File: src/rtl/fairy_mem_pkg.sv
// Shared encodings for the fairy unified-memory SRAM arbiter: FSM states,
// transaction owners, byte-enable constants and the captured transaction record.
package fairy_mem_pkg;

  typedef enum logic [1:0] {
    IDLE = 2'd0,
    REQ  = 2'd1,
    RESP = 2'd2,
    DONE = 2'd3
  } state_e;

  typedef enum logic {
    OWN_INST = 1'b0,
    OWN_DATA = 1'b1
  } owner_e;

  localparam logic [3:0] CEN_IDLE = 4'b1111;
  localparam logic [3:0] CEN_WORD = 4'b0000;

  typedef struct packed {
    owner_e      owner;
    logic        wr;
    logic [3:0]  cen;
    logic [31:0] addr;
    logic [31:0] wdata;
  } xact_t;

  localparam xact_t XACT_RST = '{
    owner: OWN_INST,
    wr:    1'b0,
    cen:   CEN_IDLE,
    addr:  32'h0,
    wdata: 32'h0
  };

  // A data request with every byte lane disabled completes without touching the SRAM.
  function automatic logic is_noop(input logic [3:0] cen);
    return cen == CEN_IDLE;
  endfunction

endpackage

File: src/rtl/fairy_sram_arb_pick.sv
// Priority decision between inst and data requesters: data wins by default,
// inst is forced after STARVE_LIMIT consecutive data wins over a pending inst.
module fairy_sram_arb_pick
  import fairy_mem_pkg::*;
#(
  parameter int unsigned STARVE_LIMIT = 4,
  parameter int unsigned CNT_W        = 3
) (
  input  logic clk,
  input  logic rst_n,
  input  logic arb_en,
  input  logic inst_req,
  input  logic data_req,
  output logic pick_inst,
  output logic pick_data
);

  localparam logic [CNT_W-1:0] LIMIT = CNT_W'(STARVE_LIMIT);

  logic [CNT_W-1:0] starve_cnt_q, starve_cnt_d;

  always_ff @(posedge clk or negedge rst_n) begin
    // NOTE: non-blocking assignments so every flop samples pre-edge values regardless of block order.
    if (!rst_n) begin
      starve_cnt_q <= '0;
    end else begin
      starve_cnt_q <= starve_cnt_d;
    end
  end

  always_comb begin
    // NOTE: every output gets a default first, so no path through the block infers a latch.
    pick_inst    = 1'b0;
    pick_data    = 1'b0;
    starve_cnt_d = starve_cnt_q;
    if (arb_en) begin
      if (inst_req && data_req) begin
        if (starve_cnt_q >= LIMIT) begin
          pick_inst    = 1'b1;
          starve_cnt_d = '0;
        end else begin
          pick_data    = 1'b1;
          starve_cnt_d = starve_cnt_q + CNT_W'(1);
        end
      end else if (inst_req) begin
        pick_inst    = 1'b1;
        starve_cnt_d = '0;
      end else if (data_req) begin
        // An uncontested data win says nothing about inst starvation.
        pick_data = 1'b1;
      end
    end
  end

endmodule

File: src/rtl/fairy_sram_arbiter.sv
// Shares one SRAM port between the fetch-stage inst requester and the mem-stage
// data requester; one outstanding transaction, IDLE -> REQ -> (RESP) -> DONE.
module fairy_sram_arbiter
  import fairy_mem_pkg::*;
#(
  parameter int unsigned STARVE_LIMIT = 4,
  parameter int unsigned CNT_W        = 3
) (
  input  logic        aclk,
  input  logic        areset_n,
  input  logic        inst_req,
  input  logic [31:0] inst_addr,
  output logic        inst_gnt,
  output logic        inst_rvalid,
  output logic [31:0] inst_rdata,
  input  logic        data_req,
  input  logic        data_wr,
  input  logic [3:0]  data_cen,
  input  logic [31:0] data_addr,
  input  logic [31:0] data_wdata,
  output logic        data_gnt,
  output logic        data_done,
  output logic [31:0] data_rdata,
  output logic [3:0]  sram_cen,
  output logic        sram_wr,
  output logic [31:0] sram_addr,
  output logic [31:0] sram_wdata,
  input  logic        sram_ack,
  input  logic        sram_rrdy,
  input  logic [31:0] sram_rdata,
  output logic        busy
);

  state_e      state_q, state_d;
  xact_t       xact_q, xact_d;
  logic [31:0] inst_rdata_q, inst_rdata_d;
  logic [31:0] data_rdata_q, data_rdata_d;
  logic        rd_cap;
  logic        pick_inst, pick_data;
  logic        arb_en;

  assign arb_en = (state_q == IDLE);

  fairy_sram_arb_pick #(
    .STARVE_LIMIT(STARVE_LIMIT),
    .CNT_W       (CNT_W)
  ) u_pick (
    .clk      (aclk),
    .rst_n    (areset_n),
    .arb_en   (arb_en),
    .inst_req (inst_req),
    .data_req (data_req),
    .pick_inst(pick_inst),
    .pick_data(pick_data)
  );

  always_ff @(posedge aclk or negedge areset_n) begin
    if (!areset_n) begin
      state_q      <= IDLE;
      xact_q       <= XACT_RST;
      inst_rdata_q <= '0;
      data_rdata_q <= '0;
    end else begin
      state_q      <= state_d;
      xact_q       <= xact_d;
      inst_rdata_q <= inst_rdata_d;
      data_rdata_q <= data_rdata_d;
    end
  end

  always_comb begin
    state_d = state_q;
    xact_d  = xact_q;
    rd_cap  = 1'b0;
    case (state_q)
      IDLE: begin
        if (pick_inst) begin
          xact_d  = '{owner: OWN_INST, wr: 1'b0, cen: CEN_WORD,
                      addr: inst_addr, wdata: 32'h0};
          state_d = REQ;
        end else if (pick_data) begin
          xact_d  = '{owner: OWN_DATA, wr: data_wr, cen: data_cen,
                      addr: data_addr, wdata: data_wdata};
          state_d = is_noop(data_cen) ? DONE : REQ;
        end
      end
      REQ: begin
        if (sram_ack) begin
          if (xact_q.wr) begin
            state_d = DONE;
          end else if (sram_rrdy) begin
            rd_cap  = 1'b1;
            state_d = DONE;
          end else begin
            state_d = RESP;
          end
        end
      end
      RESP: begin
        if (sram_rrdy) begin
          rd_cap  = 1'b1;
          state_d = DONE;
        end
      end
      DONE:    state_d = IDLE;
      default: state_d = IDLE;
    endcase
  end

  // Read data lands only in the owner's register; the other requester's value is held.
  always_comb begin
    inst_rdata_d = inst_rdata_q;
    data_rdata_d = data_rdata_q;
    if (rd_cap) begin
      if (xact_q.owner == OWN_INST) begin
        inst_rdata_d = sram_rdata;
      end else begin
        data_rdata_d = sram_rdata;
      end
    end
  end

  always_comb begin
    sram_cen = CEN_IDLE;
    sram_wr  = 1'b0;
    if (state_q == REQ) begin
      sram_cen = xact_q.cen;
      sram_wr  = xact_q.wr;
    end
  end

  assign sram_addr   = xact_q.addr;
  assign sram_wdata  = xact_q.wdata;
  assign inst_gnt    = pick_inst;
  assign data_gnt    = pick_data;
  assign inst_rvalid = (state_q == DONE) && (xact_q.owner == OWN_INST);
  assign data_done   = (state_q == DONE) && (xact_q.owner == OWN_DATA);
  assign inst_rdata  = inst_rdata_q;
  assign data_rdata  = data_rdata_q;
  assign busy        = (state_q != IDLE);

endmodule

File: config.mk
export PLATFORM = sky130hd
export DESIGN_NAME = fairy_sram_arbiter
export DESIGN_NICKNAME = d
export VERILOG_FILES = /design/src/rtl/fairy_mem_pkg.sv /design/src/rtl/fairy_sram_arb_pick.sv /design/src/rtl/fairy_sram_arbiter.sv
export SDC_FILE = /design/constraint.sdc
export NUM_CORES = 1
export LEC_CHECK = 0
export BUFFER_PORTS_ARGS = -buffer_cell sky130_fd_sc_hd__buf_2
export CAP_MARGIN = 15
export CORE_ASPECT_RATIO = 0.6
export CORE_MARGIN = 4
export CORE_UTILIZATION = 45
export CTS_BUF_LIST = sky130_fd_sc_hd__clkbuf_8
export DETAILED_ROUTE_END_ITERATION = 10
export GPL_TIMING_DRIVEN = 0
export PLACE_DENSITY_LB_ADDON = 0.2
export RECOVER_POWER = 100
export SETUP_SLACK_MARGIN = 0.5
export SYNTH_ARGS = -nofsm -noshare
export SYNTH_HDL_FRONTEND = slang
export SYNTH_SLANG_ARGS = --single-unit
File: constraint.sdc
create_clock -name aclk -period 2.05 [get_ports aclk]
set_clock_uncertainty 0.15 [all_clocks]
set_input_delay 0.41 -clock aclk [delete_from_list [all_inputs] [get_ports aclk]]
set_output_delay 0.41 -clock aclk [all_outputs]
set_load 0.02 [all_outputs]
After elaboration in Yosys (flattened, before gate mapping) --
Index checks and enable logic that the tools add are counted.
Word-level totals: bits in registers 139, bits of input ports 139, output and inout port bits 138, word-level logic and storage cells 59
Operators by class: add/subtract/negate cells 1, $lt $le $gt $ge 1, equal/unequal tests 7, muxes and demuxes 28, bitwise operators 1, reductions and logical operators 12
Operators by type and width (number):
- 70-bit 2-to-1 mux | 2
- 1-bit 2-to-1 mux | 15
- 2-bit 2-to-1 mux | 5
- 3-bit 2-to-1 mux | 3
- 2-bit one-hot mux with 4 select lines | 1
- 2-bit AND reduction | 4
- 2-bit nonzero test | 3
- 2-bit == test (second input constant) | 2
- 4-bit == test (second input constant) | 1
- 4-bit 2-to-1 mux | 1
- 2-bit != test (second input constant) | 2
- 3-bit by 1-bit adder with 3-bit output (second input constant) | 1
- 3-bit greater-or-equal comparator (second input constant) | 1
- 1-bit logical AND | 3
- 3-bit != test (second input constant) | 1
- 3-bit AND reduction | 1
- 2-bit by 1-bit == test with 1-bit output (second input constant) | 1
- 2-bit zero test | 1
- 1-bit one-hot mux with 2 select lines | 1
- 1-bit inverter | 1

Depth between registers and ports, before layout --
Gate-level depths: netlist of the first run.
depth after elaboration 7, gate-level depth with buffers 7, gate-level depth less buffers 5

Hierarchy --
Synthesis of the first run repeated with hierarchy kept, for this count alone.
Second synthesis, totals: cells, all modules 549, area, all modules 6618.8 sq um
Modules (own cells, without submodules):
- fairy_sram_arbiter | instances 1, cells each 533, area an instance 6444.9 sq um, seq. area each 3408.3 sq um
- fairy_sram_arb_pick | instances 1, cells each 16, area an instance 173.9 sq um, seq. area each 75.1 sq um

Worst setup path after synthesis of the first run --
OpenSTA, ideal clock, no wires.
kind register to output, from register state_q[0], to output port inst_gnt, arrival time 1.458 ns, path slack 0.032 ns, stages on the path, launching flop included 7, buffers on the path 2, cell sequence dfrtp_1 -> inv_1 -> ha_1 -> nand2_1 -> clkbuf_1 -> clkbuf_1 -> nor2_1
Between the ends: longest elaborated chain between the ends 2
RTL lines:
- from (decl) | RTL line fairy_sram_arbiter.sv:34 | state_e state_q, state_d;
- from (signal assigned) | RTL line fairy_sram_arbiter.sv:64 | state_q <= state_d;
- 2-bit zero test | RTL line fairy_sram_arbiter.sv:42 | assign arb_en = (state_q == IDLE);
- 1-bit 2-to-1 mux | RTL line fairy_sram_arb_pick.sv:36 | if (arb_en) begin
- to (decl) | RTL line fairy_sram_arbiter.sv:13 | output logic inst_gnt,
No other way between the ends.

Worst setup path in the final report of the first run --
Same ends and word-level chain as after synthesis.

==> flow_metrics.env, run 1 <==
export IMPL_cts_num_sinks=139
export IMPL_yosys_mux_area_fraction=0.146
export IMPL_cp_data_arrival_time_ns=1.60
export IMPL_wire_per_inst_um=19.3
export IMPL_first_pass_iters=5
export IMPL_cts_root_buf="clkbuf_8"
export IMPL_regArea_um2=3490
export IMPL_drt_initial_drc_count=373
export IMPL_die_h_um=101
export IMPL_setup_viol=49
export IMPL_crit_path_max_incr_delay_ns=0.42
export IMPL_cp_end_kind="output port"
export IMPL_synthAdderAreaFrac=0.0116
export IMPL_synth_compound_area_share=0.129
export IMPL_path_clk_slew_ns=0.09
export IMPL_clock_fmax_ghz=0.464
export IMPL_drc=0
export IMPL_antenna_found_initial=0
export IMPL_place_gp_congestion=0.866
export IMPL_overflow=0
export IMPL_num_vias=5648
export IMPL_insertion_delay_ns=0.43
export IMPL_outcome="complete, but fails checks"
export IMPL_core_um2=13900
export IMPL_dp_cells=989
export IMPL_stdcell_count=1106
export IMPL_synth_nets=665
export IMPL_antennaDiodeCount=0
export IMPL_fin_crit_ns=2.16
export IMPL_crit_type="flop to output port"
export IMPL_ys_seq_area_frac=0.538
export IMPL_synthToLayoutAreaGrowth_pct=64.1
export IMPL_drt_vias_per_instance=5.11
export IMPL_grt_start_max_net_pins=72
export IMPL_irDropWorstVdd_uv=1170
export IMPL_worstPathBufferInverterCount=4
export IMPL_ys_top_cells_by_area="dfrtp_1 (52%), mux2_4 (14%), buf_4 (7.5%), a22o_1 (5.1%), a31oi_1 (3.1%)"
export IMPL_crit_fanout=4
export IMPL_start_kind="flop"
export IMPL_die_w_um=163
export IMPL_htreeDepth=4
export IMPL_final_layout_size_suffix_gt1_frac=0.593
export IMPL_synth_xor_area_frac=0
export IMPL_period_share=1.05
export IMPL_leakage_nw=5.26
export IMPL_synth_top_area_cell="dfrtp_1"
export IMPL_yosysWarningCount=0
export IMPL_place_ws_ns=-0.105
export IMPL_timing_final_max_slew_violations=0
export IMPL_avgSynthCellArea_um2=12.4
export IMPL_wl_um=21300
export IMPL_violations="setup timing"
export IMPL_synth_top_area_share=0.522
export IMPL_start_util=0.467
export IMPL_powerDensity_nw_per_um2=1740
export IMPL_async_flop_share=1.00
export IMPL_multi_input_area_um2=2510
export IMPL_setup_ws_ns=-0.106
export IMPL_grt_use_total=0.233
export IMPL_postLayoutCellArea_um2=10600
export IMPL_synth_common_cells="dfrtp_1 (135), buf_4 (65), mux2_4 (60), a22o_1 (38), o21ai_0 (36)"
export IMPL_ys_flop_type="dfrtp_1"
export IMPL_worst_pin_slew_ns=0.956
export IMPL_hpwl_um=13400
export IMPL_finalHoldViolations=0
export IMPL_pin_count=277
export IMPL_max_slew_margin=0.362
export IMPL_syn_area_um2=6470
export IMPL_rsz0062_at_grt="yes"
export IMPL_cp_slowest_cell="dfrtp_2"
export IMPL_yosys_cell_count_top_type="dfrtp_1"
export IMPL_grt_pass1_vias=5831
export IMPL_cp_top_family="buffers and inverters"
export IMPL_num_nets_final=1047
export IMPL_cts_inserted_buffers=17
export IMPL_synthDistinctLibCells=35
export IMPL_post_route_util=0.765
export IMPL_ant_nets=0
export IMPL_cts_tree="done"
export IMPL_grt_first_pass_wirelength_um=30100
export IMPL_crit_chain="inv_2 -> ha_4 -> nand2_4 -> buf_8 -> clkbuf_16 -> nor2_4 -> buf_6"
export IMPL_syn_inst=520
export IMPL_yosys_area_share_simple=0.0655
export IMPL_p_total_mw=18.5
export IMPL_cp_required_ns=1.49
export IMPL_place_port_buffers=276
export IMPL_ys_ff_latch=139
export IMPL_drv_cap=0
export IMPL_nFillCells=881
export IMPL_hp_class="input port to flop"
export IMPL_synth_edf_count=0
export IMPL_die_area_um2=16400
export IMPL_clock_path_buffers=2
export IMPL_postPlaceCellArea_um2=8210
export IMPL_synth_top_family_by_area="multiplexers"
export IMPL_row_count=33
==> flip-flops by register name, indices dropped and copies added, names as in the netlist <==
signal / count
sram_wdata: 32
data_rdata: 32
inst_rdata: 32
xact_q: 6
u_pick.starve_cnt_q: 3
sram_addr: 32
state_q: 2
==> routing by layer <==
| layer | part of all wire | GRT usage |
|---|---|---|
| met3 | 0.069 | 0.0568 |
| met1 | 0.42 | 0.310 |
| met2 | 0.50 | 0.387 |
| met4 | 0.011 | 0.0651 |
| met5 | 0 | 0 |
==> report_power, final <==
part	switching (mW)	total (mW)	internal, mW
Sequential	0.973	5.12	4.15
Combinational	4.82	11.0	6.14
Clock	1.15	2.39	1.24
==> layout by cell type, fill, tap and decap left out, types with 5 or more instances in the layout <==
master,synthesis,final
clkbuf_16,0,5
o21ai_0,36,23
buf_12,0,11
nand3_1,33,21
inv_6,0,5
a22o_1,38,38
o21ai_2,0,6
buf_8,0,12
buf_2,12,139
clkbuf_8,0,21
dfrtp_1,135,133
o21ai_1,0,7
a31oi_1,32,31
nand3_2,0,12
mux2_4,60,64
buf_6,6,161
clkbuf_1,13,64
nor2_1,34,33
buf_4,65,54
buf_16,0,6
==> layout make-up <==
class	instances	share of cell area
timing repair buffer	363	0.259
clock inverter	13	0.0154
sequential	139	0.328
inverter	6	0.00236
multi-input combinational	274	0.236
buffer	101	0.112
tap	192	0.0226
clock buffer	18	0.0233
==> worst reg2reg max path: stages (launching register included) <==
cell and delay [ns]:
dfrtp_2 0.42, buf_6 0.14, ha_4 0.19, and3b_4 0.22
o2111ai_4 0.20, buf_12 0.18, buf_12 0.13, buf_12 0.13
mux2_4 0.30
==> stage by stage <==
stage / hold WS (ns) / setup TNS (ns)
after CTS: 0.0193 / -4.04
after global placement: 0.318 / -192.51
after detailed placement: 0.308 / -0.110
after global routing: 0.0125 / -10.44
after floorplan: -0.0356 / 0
final: 0.0477 / -3.25
==> cells by family after synthesis <==
kind of cell | count (synthesis)
fa+ha+maj | 6
mux | 64
compound gates | 117
simple gates | 87
buf+inv | 107
flops | 139
==> path summary, 6_finish.rpt <==
kind                                        startpoint                         end  slack (ns)  depth (start not counted)
worst max-delay path            state_q[0]$_DFFE_PN0P_                    inst_gnt       -0.11                          7
worst min-delay path                           data_wr      xact_q[68]$_DFFE_PN0P_        0.05                          2
worst max register to register  state_q[0]$_DFFE_PN0P_  data_rdata[24]$_DFFE_PN0P_       -0.10                          8
worst min register to register  xact_q[67]$_DFFE_PN1P_      xact_q[67]$_DFFE_PN1P_        0.34                          2
max in group asynchronous                     areset_n  inst_rdata[20]$_DFFE_PN0P_        0.15                          3
min in group asynchronous                     areset_n  sram_wdata[16]$_DFFE_PN0P_        0.54                          2
==> repair_timing <==
| action | 4_1_cts | 5_1_grt |
|---|---|---|
| hold buffers | 1 | 0 |
| hold endpoints to repair | 68 | 0 |
| buffers inserted | 29 | 42 |
| cloned | 9 | 5 |
| pin swaps | 18 | 33 |
| setup endpoints to repair | 277 | 346 |
| gates resized for setup | 148 | 276 |
(Power assumes the default switching activity.)
==> inputs of run 2 (changes only) <==
--- a/config.mk
+++ b/config.mk
@@ -8,7 +8,7 @@
 export BUFFER_PORTS_ARGS = -buffer_cell sky130_fd_sc_hd__buf_2
 export CAP_MARGIN = 15
 export CORE_ASPECT_RATIO = 0.6
-export CORE_MARGIN = 4
+export CORE_MARGIN = 1
 export CORE_UTILIZATION = 45
 export CTS_BUF_LIST = sky130_fd_sc_hd__clkbuf_8
 export DETAILED_ROUTE_END_ITERATION = 10
==> run 2 against run 1 <==
  * The run still ends with setup timing left
  * Clock power down 2%
  * Final cell count is 4.5% higher
  * Global-route usage grew 2.5 points
  * Worst hold slack got worse by 0.015 ns
  * Via count grew 12%
  * Wire length is 24% higher
  * Sequential share of layout area shrank 3.6 points
  * Register-to-register slack worse by 0.11 ns
  * First-iteration DRC count rose by 17%
  * Combinational power is 26% higher
  * Design area is 12% higher
  * Sequential cell count is the same
  * Critical endpoint is now data_rdata[21]$_DFFE_PN0P_
  * Highest routed layer is now met5
==> flow_metrics.env, run 2 (synthesis gave the netlist of run 1 again) <==
export IMPL_outcome="complete, but fails checks"
export IMPL_violations="setup timing"
export IMPL_hold_end="sram_wdata[13]$_DFFE_PN0P_"
export IMPL_regArea_um2=3480
export IMPL_crit_path_max_incr_delay_ns=0.39
export IMPL_place_gp_congestion=0.803
export IMPL_setup_ws_ns=-0.205
export IMPL_max_slew_margin=0.253
export IMPL_rrSetupSlack_ns=-0.21
export IMPL_multi_input_area_um2=2840
export IMPL_start_util=0.468
export IMPL_die_h_um=94.9
export IMPL_clock_path_buffers=2
export IMPL_worst_pin_slew_ns=1.12
export IMPL_reg2reg_depth=9
export IMPL_leakage_nw=5.90
export IMPL_pwr_share_clk=0.109
export IMPL_hpwl_um=12600
export IMPL_synthToLayoutAreaGrowth_pct=84.3
export IMPL_fin_hold_ws_ns=0.0330
export IMPL_drt_vias_per_instance=5.46
export IMPL_die_w_um=157
export IMPL_start_kind="flop"
export IMPL_first_pass_iters=5
export IMPL_num_nets_final=1095
export IMPL_min_from="data_wdata[13]"
export IMPL_drv_cap=0
export IMPL_cp_data_arrival_time_ns=2.45
export IMPL_p_int_mw=13.4
export IMPL_row_count=33
export IMPL_setup_tns_ns=-8.56
export IMPL_core_um2=13800
export IMPL_insertion_delay_ns=0.45
export IMPL_r2r_start="state_q[1]$_DFFE_PN0P_"
export IMPL_crit_type="flop to flop"
export IMPL_setup_viol=77
export IMPL_cts_inserted_buffers=17
export IMPL_fin_crit_ns=2.26
export IMPL_timing_final_max_slew_violations=0
export IMPL_cp_slowest_cell="dfrtp_1"
export IMPL_place_ws_ns=-0.136
export IMPL_ant_nets=0
export IMPL_layout_commonest_cell="buf_6"
export IMPL_cp_end_kind="flop"
export IMPL_holdPathStages=2
export IMPL_grt_first_pass_wirelength_um=29000
export IMPL_antenna_found_initial=2
export IMPL_crit_chain="inv_2 -> buf_6 -> ha_4 -> and3b_4 -> o2111ai_4 -> buf_6 -> buf_12 -> buf_12 -> mux2_4"
export IMPL_finalHoldViolations=0
export IMPL_die_area_um2=14900
export IMPL_period_share=1.10
export IMPL_pin_count=277
export IMPL_drc=0
export IMPL_overflow=0
export IMPL_crit_fanout=6
export IMPL_drt_initial_drc_count=438
export IMPL_p_total_mw=21.6
export IMPL_grt_pass1_vias=5424
export IMPL_nFillCells=602
export IMPL_clock_fmax_ghz=0.443
export IMPL_hp_class="input port to flop"
export IMPL_powerDensity_nw_per_um2=1810
export IMPL_grt_start_max_net_pins=103
export IMPL_path_clk_slew_ns=0.10
export IMPL_cts_root_buf="clkbuf_8"
export IMPL_cp_required_ns=2.24
export IMPL_p_comb_frac=0.642
export IMPL_place_port_buffers=276
export IMPL_final_layout_size_suffix_gt1_frac=0.712
export IMPL_htreeDepth=4
export IMPL_grt_use_total=0.259
export IMPL_cts_num_sinks=139
export IMPL_wire_per_inst_um=22.8
export IMPL_cts_tree="done"
export IMPL_num_vias=6316
export IMPL_p_sw_mw=8.24
export IMPL_p_sw_frac=0.381
export IMPL_final_cell_mix="buf_6 (223), buf_2 (140), dfrtp_1 (134), buf_4 (90), mux2_4 (64)"
export IMPL_r2r_end="data_rdata[21]$_DFFE_PN0P_"
export IMPL_wl_um=26400
export IMPL_rsz0062_at_grt="yes"
export IMPL_irDropWorstVdd_uv=1100
export IMPL_pwr_share_seq=0.249
==> run 2: cell types whose count changed in the layout (fill, tap and decap cells not counted), moves of 13 or more <==
cell | before | now
nor2_4 | 1 | 18
buf_6 | 161 | 223
buf_4 | 54 | 90
clkbuf_1 | 64 | 2
nor2_1 | 33 | 3
nor2_2 | 0 | 13
==> run 2: what timing repair did <==
action / in CTS / in global routing
pin swaps: 5 / 20
resized for setup: 126 / 441
cloned: 12 / 7
hold endpoints to repair: 37 / 0
hold buffers: 1 / 0
buffers inserted: 29 / 85
endpoints found under the setup margin: 276 / 292
==> run 2: final cells by class <==
class                           count  area share
Sequential cell                   139       0.292
Inverter                            6     0.00210
Clock buffer                       17      0.0196
Tap cell                          192      0.0201
Multi-Input combinational cell    274       0.238
Clock inverter                     15      0.0140
Timing Repair Buffer              411       0.312
Buffer                            101       0.102
Antenna cell                        1    0.000210
==> run 2: worst max-delay path, delay by kind of cell, from the launching register on <==
family	cells	cell delay, ns
muxes	1	0.32
adders and majority gates	1	0.18
buffers and inverters	5	0.60
DFF	1	0.39
and+or+nand+nor	1	0.22
AOI/OAI and AO/OA	1	0.28
==> run 2: how the worst max path moves through the flow <==
| stage | slack [ns] | from | depth (start not counted) | end |
|---|---|---|---|---|
| finish | -0.21 | state_q[1]$_DFFE_PN0P_ | 9 | data_rdata[21]$_DFFE_PN0P_ |
| global route | -0.25 | state_q[1]$_DFFE_PN0P_ | 9 | data_rdata[21]$_DFFE_PN0P_ |
| CTS | -0.16 | state_q[1]$_DFFE_PN0P_ | 7 | inst_gnt |
| detailed placement | -0.14 | state_q[0]$_DFFE_PN0P_ | 7 | inst_gnt |
| global placement | -1.46 | areset_n | 1 | sram_wdata[31]$_DFFE_PN0P_ |
| floorplan | 0.20 | state_q[1]$_DFFE_PN0P_ | 6 | data_rdata[10]$_DFFE_PN0P_ |
==> run 2: stage by stage <==
step | area, um2 | cells | utilization
5_1_grt | 11900 | 1155 | 0.862
3_5_place_dp | 8210 | 989 | 0.593
4_1_cts | 9650 | 1063 | 0.698
6_report | 11900 | 1156 | 0.862
2_1_floorplan | 6550 | 520 | -
3_3_place_gp | 8180 | 988 | 0.591
==> run 2: layer usage <==
layer	share of wire	vias to the layer above	GRT usage
li1	-	2661	-
met5	0.00049	-	0
met1	0.38	3147	0.346
met4	0.041	2	0.0776
met2	0.49	401	0.416
met3	0.083	105	0.0652
==> run 2: power by group through the flow <==
stage | registers, mW | clock network [mW] | logic (mW)
finish | 5.38 | 2.35 | 13.9
global route | 5.46 | 2.49 | 14.4
detailed placement | 4.98 | 0 | 7.70
floorplan | 5.59 | 0 | 4.75
global placement | 4.90 | 0 | 7.54
CTS | 4.97 | 2.34 | 9.27
